### config.mk
export PLATFORM = sky130hd
export DESIGN_NAME = regbank_access_sequencer_flat
export DESIGN_NICKNAME = d
export VERILOG_FILES = /design/src/rtl/regbank_pkg.sv /design/src/rtl/regbank_access_sequencer_if.sv /design/src/rtl/regbank_access_sequencer.sv /design/src/flat_wrapper.sv
export SDC_FILE = /design/constraint.sdc
export NUM_CORES = 1
export LEC_CHECK = 0
export ABC_CLOCK_PERIOD_IN_PS = 1460
export BUFFER_PORTS_ARGS = -buffer_cell sky130_fd_sc_hd__buf_4
export CAP_MARGIN = 20
export CORE_ASPECT_RATIO = 1.5
export CORE_MARGIN = 1.5
export CORE_UTILIZATION = 42
export CTS_CLUSTER_SIZE = 14
export DETAILED_ROUTE_END_ITERATION = 7
export PLACE_DENSITY_LB_ADDON = 0.3
export SYNTH_ARGS = -nofsm -noshare
export SYNTH_HDL_FRONTEND = slang
export SYNTH_SLANG_ARGS = --single-unit
### constraint.sdc
create_clock -name clk -period 1.46 [get_ports clk]
set_input_delay 0.292 -clock clk [delete_from_list [all_inputs] [get_ports clk]]
set_output_delay 0.292 -clock clk [all_outputs]
set_load 0.005 [all_outputs]
### src/rtl/regbank_pkg.sv
// Shared definitions for the register bank access sequencer:
// default widths and the sequencer state encoding.
package regbank_pkg;

   localparam int DATA_WIDTH_DEF = 32;
   localparam int ADDR_WIDTH_DEF = 4;

   localparam logic [2:0] ENC_IDLE  = 3'd0;
   localparam logic [2:0] ENC_WRITE = 3'd1;
   localparam logic [2:0] ENC_READ1 = 3'd2;
   localparam logic [2:0] ENC_READ2 = 3'd3;
   localparam logic [2:0] ENC_RESP  = 3'd4;

   typedef enum logic [2:0] {
      ST_IDLE  = ENC_IDLE,
      ST_WRITE = ENC_WRITE,
      ST_READ1 = ENC_READ1,
      ST_READ2 = ENC_READ2,
      ST_RESP  = ENC_RESP
   } seq_state_t;

endpackage

### src/rtl/regbank_access_sequencer_if.sv
// Bundle of the fetch/response/write-back handshakes and the
// single-port register bank signals driven by the sequencer.
interface regbank_access_sequencer_if
   import regbank_pkg::*;
#(
   parameter int DATA_WIDTH = DATA_WIDTH_DEF,
   parameter int ADDR_WIDTH = ADDR_WIDTH_DEF
);

   logic                  req_valid;
   logic                  req_ready;
   logic [ADDR_WIDTH-1:0] req_rs1;
   logic [ADDR_WIDTH-1:0] req_rs2;

   logic                  rsp_valid;
   logic                  rsp_ready;
   logic [DATA_WIDTH-1:0] rsp_rs1_data;
   logic [DATA_WIDTH-1:0] rsp_rs2_data;

   logic                  wb_valid;
   logic                  wb_ready;
   logic [ADDR_WIDTH-1:0] wb_rd;
   logic [DATA_WIDTH-1:0] wb_data;

   logic [ADDR_WIDTH-1:0] bank_reg_num;
   logic [DATA_WIDTH-1:0] bank_wdata;
   logic                  bank_we;
   logic [DATA_WIDTH-1:0] bank_rdata;

   modport slave (
      input  req_valid, req_rs1, req_rs2,
      output req_ready,
      output rsp_valid, rsp_rs1_data, rsp_rs2_data,
      input  rsp_ready,
      input  wb_valid, wb_rd, wb_data,
      output wb_ready,
      output bank_reg_num, bank_wdata, bank_we,
      input  bank_rdata
   );

   modport master (
      output req_valid, req_rs1, req_rs2,
      input  req_ready,
      input  rsp_valid, rsp_rs1_data, rsp_rs2_data,
      output rsp_ready,
      output wb_valid, wb_rd, wb_data,
      input  wb_ready,
      input  bank_reg_num, bank_wdata, bank_we,
      output bank_rdata
   );

endinterface

### src/rtl/regbank_access_sequencer.sv
// Serialises two-operand fetches and write-backs onto the
// single port of the register bank; write-back wins ties.
module regbank_access_sequencer
   import regbank_pkg::*;
#(
   parameter int DATA_WIDTH = DATA_WIDTH_DEF,
   parameter int ADDR_WIDTH = ADDR_WIDTH_DEF,
   parameter bit ZERO_REG   = 1'b1
) (
   input  logic                         clk,
   input  logic                         reset,
   regbank_access_sequencer_if.slave    bus
);

   seq_state_t            state, state_n;
   logic [ADDR_WIDTH-1:0] rs2_q, rs2_n;
   logic [ADDR_WIDTH-1:0] reg_num, reg_num_n;
   logic [DATA_WIDTH-1:0] wdata, wdata_n;
   logic                  we, we_n;
   logic                  rsp_valid, rsp_valid_n;
   logic [DATA_WIDTH-1:0] rs1_data, rs1_data_n;
   logic [DATA_WIDTH-1:0] rs2_data, rs2_data_n;
   logic [DATA_WIDTH-1:0] rd_val;
   logic                  rd_is_zero;

   // Index 0 may be hardwired to zero; applies to the index on the port now.
   always_comb begin
      rd_is_zero = ZERO_REG && (reg_num == '0);
      rd_val     = rd_is_zero ? '0 : bus.bank_rdata;
   end

   // Next-state and next-register values for the sequencer.
   always_comb begin
      state_n     = state;
      rs2_n       = rs2_q;
      reg_num_n   = reg_num;
      wdata_n     = wdata;
      we_n        = 1'b0;
      rsp_valid_n = rsp_valid;
      rs1_data_n  = rs1_data;
      rs2_data_n  = rs2_data;
      unique case (state)
         ST_IDLE: begin
            if (bus.wb_valid) begin
               reg_num_n = bus.wb_rd;
               wdata_n   = bus.wb_data;
               we_n      = !(ZERO_REG && (bus.wb_rd == '0));
               state_n   = ST_WRITE;
            end else if (bus.req_valid) begin
               rs2_n     = bus.req_rs2;
               reg_num_n = bus.req_rs1;
               state_n   = ST_READ1;
            end
         end
         ST_WRITE: begin
            state_n = ST_IDLE;
         end
         ST_READ1: begin
            rs1_data_n = rd_val;
            reg_num_n  = rs2_q;
            state_n    = ST_READ2;
         end
         ST_READ2: begin
            rs2_data_n  = rd_val;
            rsp_valid_n = 1'b1;
            state_n     = ST_RESP;
         end
         ST_RESP: begin
            if (bus.rsp_ready) begin
               rsp_valid_n = 1'b0;
               state_n     = ST_IDLE;
            end
         end
         default: begin
            state_n = ST_IDLE;
         end
      endcase
   end

   // State and registered bank/response outputs; reset aborts any op.
   always_ff @(posedge clk) begin
      if (reset) begin
         state     <= ST_IDLE;
         rs2_q     <= '0;
         reg_num   <= '0;
         wdata     <= '0;
         we        <= 1'b0;
         rsp_valid <= 1'b0;
         rs1_data  <= '0;
         rs2_data  <= '0;
      end else begin
         state     <= state_n;
         rs2_q     <= rs2_n;
         reg_num   <= reg_num_n;
         wdata     <= wdata_n;
         we        <= we_n;
         rsp_valid <= rsp_valid_n;
         rs1_data  <= rs1_data_n;
         rs2_data  <= rs2_data_n;
      end
   end

   // Upstream readiness: write-back only needs IDLE; fetch yields to it.
   always_comb begin
      bus.wb_ready  = (state == ST_IDLE);
      bus.req_ready = (state == ST_IDLE) && !bus.wb_valid;
   end

   // Registered outputs onto the bundle.
   always_comb begin
      bus.bank_reg_num = reg_num;
      bus.bank_wdata   = wdata;
      bus.bank_we      = we;
      bus.rsp_valid    = rsp_valid;
      bus.rsp_rs1_data = rs1_data;
      bus.rsp_rs2_data = rs2_data;
   end

endmodule
### src/flat_wrapper.sv
// flat-port wrapper written by rule: the top's interface ports become plain ports
module regbank_access_sequencer_flat import regbank_pkg::*;
#(
   parameter int DATA_WIDTH = DATA_WIDTH_DEF,
   parameter int ADDR_WIDTH = ADDR_WIDTH_DEF,
   parameter bit ZERO_REG   = 1'b1
)
  (clk, reset, bus_req_valid, bus_req_rs1, bus_req_rs2, bus_req_ready, bus_rsp_valid, bus_rsp_rs1_data, bus_rsp_rs2_data, bus_rsp_ready, bus_wb_valid, bus_wb_rd, bus_wb_data, bus_wb_ready, bus_bank_reg_num, bus_bank_wdata, bus_bank_we, bus_bank_rdata);
  regbank_access_sequencer_if #(.DATA_WIDTH(DATA_WIDTH), .ADDR_WIDTH(ADDR_WIDTH)) bus_i ();
  input  logic clk;
  input  logic reset;
  input wire logic [$bits(bus_i.req_valid)-1:0] bus_req_valid;
  input wire logic [$bits(bus_i.req_rs1)-1:0] bus_req_rs1;
  input wire logic [$bits(bus_i.req_rs2)-1:0] bus_req_rs2;
  output wire logic [$bits(bus_i.req_ready)-1:0] bus_req_ready;
  output wire logic [$bits(bus_i.rsp_valid)-1:0] bus_rsp_valid;
  output wire logic [$bits(bus_i.rsp_rs1_data)-1:0] bus_rsp_rs1_data;
  output wire logic [$bits(bus_i.rsp_rs2_data)-1:0] bus_rsp_rs2_data;
  input wire logic [$bits(bus_i.rsp_ready)-1:0] bus_rsp_ready;
  input wire logic [$bits(bus_i.wb_valid)-1:0] bus_wb_valid;
  input wire logic [$bits(bus_i.wb_rd)-1:0] bus_wb_rd;
  input wire logic [$bits(bus_i.wb_data)-1:0] bus_wb_data;
  output wire logic [$bits(bus_i.wb_ready)-1:0] bus_wb_ready;
  output wire logic [$bits(bus_i.bank_reg_num)-1:0] bus_bank_reg_num;
  output wire logic [$bits(bus_i.bank_wdata)-1:0] bus_bank_wdata;
  output wire logic [$bits(bus_i.bank_we)-1:0] bus_bank_we;
  input wire logic [$bits(bus_i.bank_rdata)-1:0] bus_bank_rdata;
  assign bus_i.req_valid = bus_req_valid;
  assign bus_i.req_rs1 = bus_req_rs1;
  assign bus_i.req_rs2 = bus_req_rs2;
  assign bus_req_ready = bus_i.req_ready;
  assign bus_rsp_valid = bus_i.rsp_valid;
  assign bus_rsp_rs1_data = bus_i.rsp_rs1_data;
  assign bus_rsp_rs2_data = bus_i.rsp_rs2_data;
  assign bus_i.rsp_ready = bus_rsp_ready;
  assign bus_i.wb_valid = bus_wb_valid;
  assign bus_i.wb_rd = bus_wb_rd;
  assign bus_i.wb_data = bus_wb_data;
  assign bus_wb_ready = bus_i.wb_ready;
  assign bus_bank_reg_num = bus_i.bank_reg_num;
  assign bus_bank_wdata = bus_i.bank_wdata;
  assign bus_bank_we = bus_i.bank_we;
  assign bus_i.bank_rdata = bus_bank_rdata;
  regbank_access_sequencer #(.DATA_WIDTH(DATA_WIDTH), .ADDR_WIDTH(ADDR_WIDTH), .ZERO_REG(ZERO_REG)) u_core (.clk(clk), .reset(reset), .bus(bus_i));
endmodule
==> flow_summary.ini, run 1 <==
[logic_synthesis]
syn_inst = 498
synth-simple-area-share_pct = 25.6
synth_area_mm2 = 0.00408
synth_top_family_by_area = simple AND/OR/NAND/NOR gates
synth-adder-area-share_pct = 0
synth_cell_types = 31
synth_warnings = 0
synthMuxAreaShare_pct = 1.10
synth_nets = 579
yosysSeqAreaShare_pct = 53.5
synth_compound_area_share_pct = 14.5
ys_seq_elements = 109
avgSynthCellArea_um2 = 8.19
synth_xor_area_share_pct = 0

[global_route]
antenna_found_initial = 0
grt_pass1_vias = 4128
grt_max_degree = 60
grt_use_total_pct = 22.3
grt_overflow = 0
grt_pass1_wl_mm = 18.7

[power]
power.density_mw_per_mm2 = 1180
p_clk_share_pct = 32.4
power_frac_seq_pct = 45.5
p_switching_mw = 1.98
p_comb_share_pct = 22.1
p_sw_share_pct = 27.7
internal_power_mw = 5.17
vdd_ir_drop_max_mv = 0.755
p_leak_nw = 2.55

[detailed_routing]
wl_met2_mm = 5.91
routed.top_layer = met4
wl_per_cell_um = 14.4
routed_wl_mm = 11.5
met3_length_um = 866
via_count = 4151
final_antenna_net_count = 0
dr.pass1.iters = 5
vias_per_cell = 5.23
wirelength_met1_mm = 4.48
drc_errors = 0
initialDrtViolationCount = 191

[sta]
setup-violations-final = 34
finalCriticalPeriod_ns = 1.57
rsz0062_at_grt = yes
tightestPinTransition_ns = 0.259
drv_slew = 0
period_share_pct = 108
hold_violations = 0
worst_slack_ns = -0.113
max_slew_margin_pct = 82.7
fmax_mhz = 636
fin_worst_skew_ns = 0.00852
whs_ns = 0.197

[setup_path]
critPathMaxFanout = 3
worstSetupPathType = reg2out
rr_worst_depth = 5
r2r-end = u_core.bus.bank_wdata[30]$_SDFFE_PP0P_
rrSetupSlack_ns = -0.11
regToRegStartpoint = u_core.state[1]$_SDFFE_PP0P_
worst_ep_arrival_time_ns = 1.28
cp-start-kind = flop
end_kind = primary output
crit_required_ns = 1.17

[clocking]
clk_latency_ns = 0.34
cts-root-buf = clkbuf_16
cts_tree = yes
hold_buffers = 0
cts_max_level = 3
clk_pin_slew_ns = 0.07
numCtsBuffers = 9
cts_sinks = 109
cts_buffer_depth = 2

[layout]
fin_cells = 794
antenna_cells = 0
drive_above_1_share_pct = 35.3
finish.utilization_pct = 64.9
mostFrequentLayoutCell = buf_4
layout_common_cells = buf_4 (199), nand2_1 (128), dfxtp_1 (106)
nNetsFinal = 758
area_growth_pct = 49.0
post-route-cell-area_mm2 = 0.00608

[floorplan]
dieHeight_um = 124
start_util_pct = 43.6
die_w_um = 83.5
dieArea_mm2 = 0.0103
core_mm2 = 0.00936
fp-row-count = 43
io_pins = 185

[outcome]
violations = setup timing
status = finished with violations

[hold_path]
holdPathStages = 3
hp-class = in2reg
min_to = u_core.bus.bank_wdata[19]$_SDFFE_PP0P_
min-delay-start = bus_wb_data[19]

[placed_design]
portBuffers = 184
dp_cells = 774
placed_area_mm2 = 0.00569
hpwl_mm = 7.97
place_ws_ns = -0.105
place.gp.congestion = 0.811

[run]
cap_violations = 0
-- registers in the layout, indices dropped and copies added (netlist names) --
name / flops
u_core.bus.rsp_valid: 1
u_core.bus.bank_we: 1
u_core.state: 3
u_core.bus.bank_reg_num: 4
u_core.bus.bank_wdata: 32
u_core.rs2_q: 4
u_core.bus.rsp_rs1_data: 32
u_core.bus.rsp_rs2_data: 32
-- per-stage QoR --
stage	TNS (ns)	power (mW)
final	-3.16	7.15
after global routing	-5.10	7.50
after CTS	-3.36	7.22
after detailed placement	-5.20	4.78
after global placement	-3.64	4.74
after floorplan	0	4.02
-- routing by layer --
metal  vias up  GRT usage (%)
li1       2053              -
met1      1912           24.0
met2       171           42.1
met3        15           6.49
met4         0           7.38
met5         -              0
-- logic make-up after synthesis --
logic type	after synthesis
simple gates	225
buf+inv	46
compound gates	114
flops	109
mux	4
-- worst max path at each step --
stage / from / to / slack (ns) / cells past startpoint
after floorplan: bus_wb_valid / u_core.bus.bank_wdata[10]$_SDFFE_PP0P_ / 0.01 / 6
after global placement: u_core.bus.bank_reg_num[3]$_SDFFE_PP0P_ / u_core.bus.rsp_rs1_data[18]$_SDFFE_PP0P_ / -0.08 / 4
after detailed placement: u_core.bus.bank_reg_num[3]$_SDFFE_PP0P_ / u_core.bus.rsp_rs2_data[25]$_SDFFE_PP0P_ / -0.11 / 4
after CTS: u_core.state[0]$_SDFFE_PP0P_ / bus_wb_ready / -0.14 / 4
after global routing: u_core.state[0]$_SDFFE_PP0P_ / bus_req_ready / -0.18 / 4
final: u_core.state[0]$_SDFFE_PP0P_ / bus_req_ready / -0.11 / 4
-- synth_stat cells --
cell,count,area [µm²]
nor4_1,1,6.26
a21oi_1,98,490
and3b_1,1,8.76
or4_1,1,7.51
mux2_2,4,45.0
buf_6,3,33.8
nand4b_1,4,35.0
o31ai_1,1,7.51
or3b_1,1,8.76
o21ai_0,4,20.0
or2_2,1,6.26
a211oi_1,3,22.5
buf_4,2,15.0
nand3_1,64,320
nor4b_2,1,15.0
dfxtp_1,109,2180
nor4_2,1,12.5
nand2_1,128,480
nand3b_1,1,7.51
and2_1,1,6.26
nand2b_1,9,56.3
or3_1,3,18.8
clkbuf_1,23,86.3
o22ai_1,8,50.1
inv_1,2,7.51
nor3b_4,1,18.8
or4b_1,1,10.0
nor3_1,3,15.0
nor2_1,3,11.3
buf_1,6,22.5
buf_2,10,50.1
-- power groups by stage --
| stage | registers (mW) | clock network, mW | logic, mW |
|---|---|---|---|
| finish | 3.26 | 2.32 | 1.58 |
| global route | 3.28 | 2.50 | 1.72 |
| global placement | 3.32 | 0 | 1.42 |
| CTS | 3.26 | 2.38 | 1.59 |
| floorplan | 3.33 | 0 | 0.694 |
| detailed placement | 3.33 | 0 | 1.45 |
-- area by class of cell --
type | count | area (µm²)
Clock buffer | 11 | 243
Clock inverter | 5 | 45.0
Fill cell | 800 | 3290
Inverter | 2 | 7.51
Multi-Input combinational cell | 343 | 1720
Sequential cell | 109 | 2190
Tap cell | 112 | 140
Timing Repair Buffer | 212 | 1740
-- critical path, cell delays in order (launching register included) --
cell     delay [ns]
dfxtp_2        0.33
buf_6          0.12
nor4_4         0.25
buf_4          0.16
buf_6          0.08
-- timing repair --
item                       CTS  global route
setup endpoints to repair   96            37
pin swaps                    2             1
resized for setup           13             1
buffers inserted             3             0
cloned                       1             0
(Power assumes the default switching activity.)
==> inputs of run 2 (changes only) <==
--- a/config.mk
+++ b/config.mk
@@ -5,7 +5,7 @@
 export SDC_FILE = /design/constraint.sdc
 export NUM_CORES = 1
 export LEC_CHECK = 0
-export ABC_CLOCK_PERIOD_IN_PS = 1460
+export ABC_CLOCK_PERIOD_IN_PS = 1300
 export BUFFER_PORTS_ARGS = -buffer_cell sky130_fd_sc_hd__buf_4
 export CAP_MARGIN = 20
 export CORE_ASPECT_RATIO = 1.5
@@ -17,3 +17,4 @@
 export SYNTH_ARGS = -nofsm -noshare
 export SYNTH_HDL_FRONTEND = slang
 export SYNTH_SLANG_ARGS = --single-unit
+export TNS_END_PERCENT = 1
==> constraint.sdc (replaced) <==
create_clock -name clk -period 1.3 [get_ports clk]
set_input_delay 0.26 -clock clk [delete_from_list [all_inputs] [get_ports clk]]
set_output_delay 0.26 -clock clk [all_outputs]
set_load 0.005 [all_outputs]
==> flow_summary.ini, run 2 (synthesis results as in run 1) <==
[power]
vdd_ir_drop_max_mv = 0.880
internal_power_mw = 5.92
power.density_mw_per_mm2 = 1320
power_frac_seq_pct = 45.0
p_leak_nw = 2.58
p_sw_share_pct = 27.4
p_switching_mw = 2.23
p_clk_share_pct = 33.7
p_comb_share_pct = 21.3
p_total_mw = 8.16

[floorplan]
die_w_um = 83.5
dieArea_mm2 = 0.0103
io_pins = 185
core_mm2 = 0.00936
fp-row-count = 43
dieHeight_um = 124
start_util_pct = 43.6

[global_route]
grt_pass1_vias = 3886
grt_use_total_pct = 21.9
grt_max_degree = 67
grt_pass1_wl_mm = 18.0
antenna_found_initial = 0
grt_overflow = 0

[setup_path]
worstSetupPathType = reg2out
slowest_delay_ns = 0.36
path_cells = buf_6 -> nor4_4 -> buf_4 -> buf_6
crit_required_ns = 1.04
cp-start-kind = flop
critPathMaxFanout = 5
crit_path_top_delay_cell = dfxtp_4
worst_ep_arrival_time_ns = 1.31
cp_common_cell = buf_6
end_kind = primary output

[placed_design]
hpwl_mm = 8.15
place.gp.congestion = 0.779
portBuffers = 184

[sta]
fin_worst_skew_ns = 0.00652
max_slew_margin_pct = 76.3
setup-violations-final = 109
period_share_pct = 121
fmax_mhz = 636
rsz0062_at_grt = yes
tightestPinTransition_ns = 0.353
worst_slack_ns = -0.272
drv_slew = 0
finalCriticalPeriod_ns = 1.57
hold_violations = 0
whs_ns = 0.153

[clocking]
clk_pin_slew_ns = 0.07
cts_max_level = 3
cts-root-buf = clkbuf_16
numCtsBuffers = 9
hold_buffers = 0
cts_buffer_depth = 2
cts_tree = yes
cts_sinks = 109
clk_latency_ns = 0.35

[layout]
antenna_cells = 0
mostFrequentLayoutCell = buf_4
area_growth_pct = 51.1
finish.utilization_pct = 65.8
layout_common_cells = buf_4 (201), nand2_1 (128), dfxtp_1 (104)
nNetsFinal = 763
drive_above_1_share_pct = 38.3

[detailed_routing]
dr.pass1.iters = 4
via_count = 4217
final_antenna_net_count = 0
routed_wl_mm = 11.5
initialDrtViolationCount = 200
drc_errors = 0
wl_per_cell_um = 14.4
vias_per_cell = 5.28

[outcome]
violations = setup timing
status = finished with violations

[run]
cap_violations = 0

[hold_path]
hp-class = in2reg
## run 2: changes by cell type in the layout (fill, tap and decap cells not counted), sizes merged
cell | before | now
inv | 3 | 4
clkbuf | 11 | 9
buf | 212 | 217
bufinv | 0 | 1
clkinv | 3 | 2
## run 2: worst paths after layout
path,start,end,slack (ns),depth (start not counted)
worst max register to register,u_core.state[2]$_SDFFE_PP0P_,u_core.bus.bank_reg_num[2]$_SDFFE_PP0P_,-0.16,6
worst min register to register,u_core.bus.rsp_rs1_data[6]$_SDFFE_PP0P_,u_core.bus.rsp_rs1_data[6]$_SDFFE_PP0P_,0.45,2
worst min-delay path,bus_wb_data[1],u_core.bus.bank_wdata[1]$_SDFFE_PP0P_,0.15,3
worst max-delay path,u_core.state[2]$_SDFFE_PP0P_,bus_req_ready,-0.27,4
## run 2: per-layer routing
metal	part of all wire, %	wire (µm)	global-route usage (%)	up-vias
met5	0	0	0	-
met4	1.9	220	9.94	0
met1	37	4250	22.9	1959
met2	53	6100	41.0	190
met3	8.0	913	6.03	14
li1	-	-	-	2054
## run 2: worst max-delay path: cells and delay by family, from the launching register on
kind | cells | cell delay (ns)
DFF | 1 | 0.36
buffers and inverters | 3 | 0.35
and+or+nand+nor | 1 | 0.24
## run 2: power groups by stage
stage	combinational, mW	sequential, mW	clock [mW]
finish	1.74	3.67	2.75
global route	1.89	3.69	2.95
CTS	1.71	3.67	2.80
detailed placement	1.66	3.74	0
global placement	1.63	3.73	0
floorplan	0.906	3.74	0
## run 2: area by class of cell
cell class	instances	area [µm²]
Inverter	2	7.51
Tap cell	112	140
Clock inverter	6	72.6
Multi-Input combinational cell	343	1770
Clock buffer	9	225
Timing Repair Buffer	217	1760
Fill cell	799	3200
Sequential cell	109	2190
## run 2: repair_timing
| item | 4_1_cts | 5_1_grt |
|---|---|---|
| cloned | 0 | 0 |
| pin swaps | 5 | 5 |
| resized for setup | 15 | 21 |
| buffers inserted | 1 | 1 |
| setup endpoints to repair | 109 | 109 |
## run 2: metrics by stage
stage                     setup slack [ns]  TNS (ns)  cell area [µm²]  cells
after floorplan                    -0.0890     -7.83             4160    498
after global placement              -0.228    -15.50             5740    781
after detailed placement            -0.255    -17.25             5740    781
after CTS                           -0.280     -8.39             6090    797
after global routing                -0.337    -14.24             6160    798
final                               -0.272     -7.51             6160    798
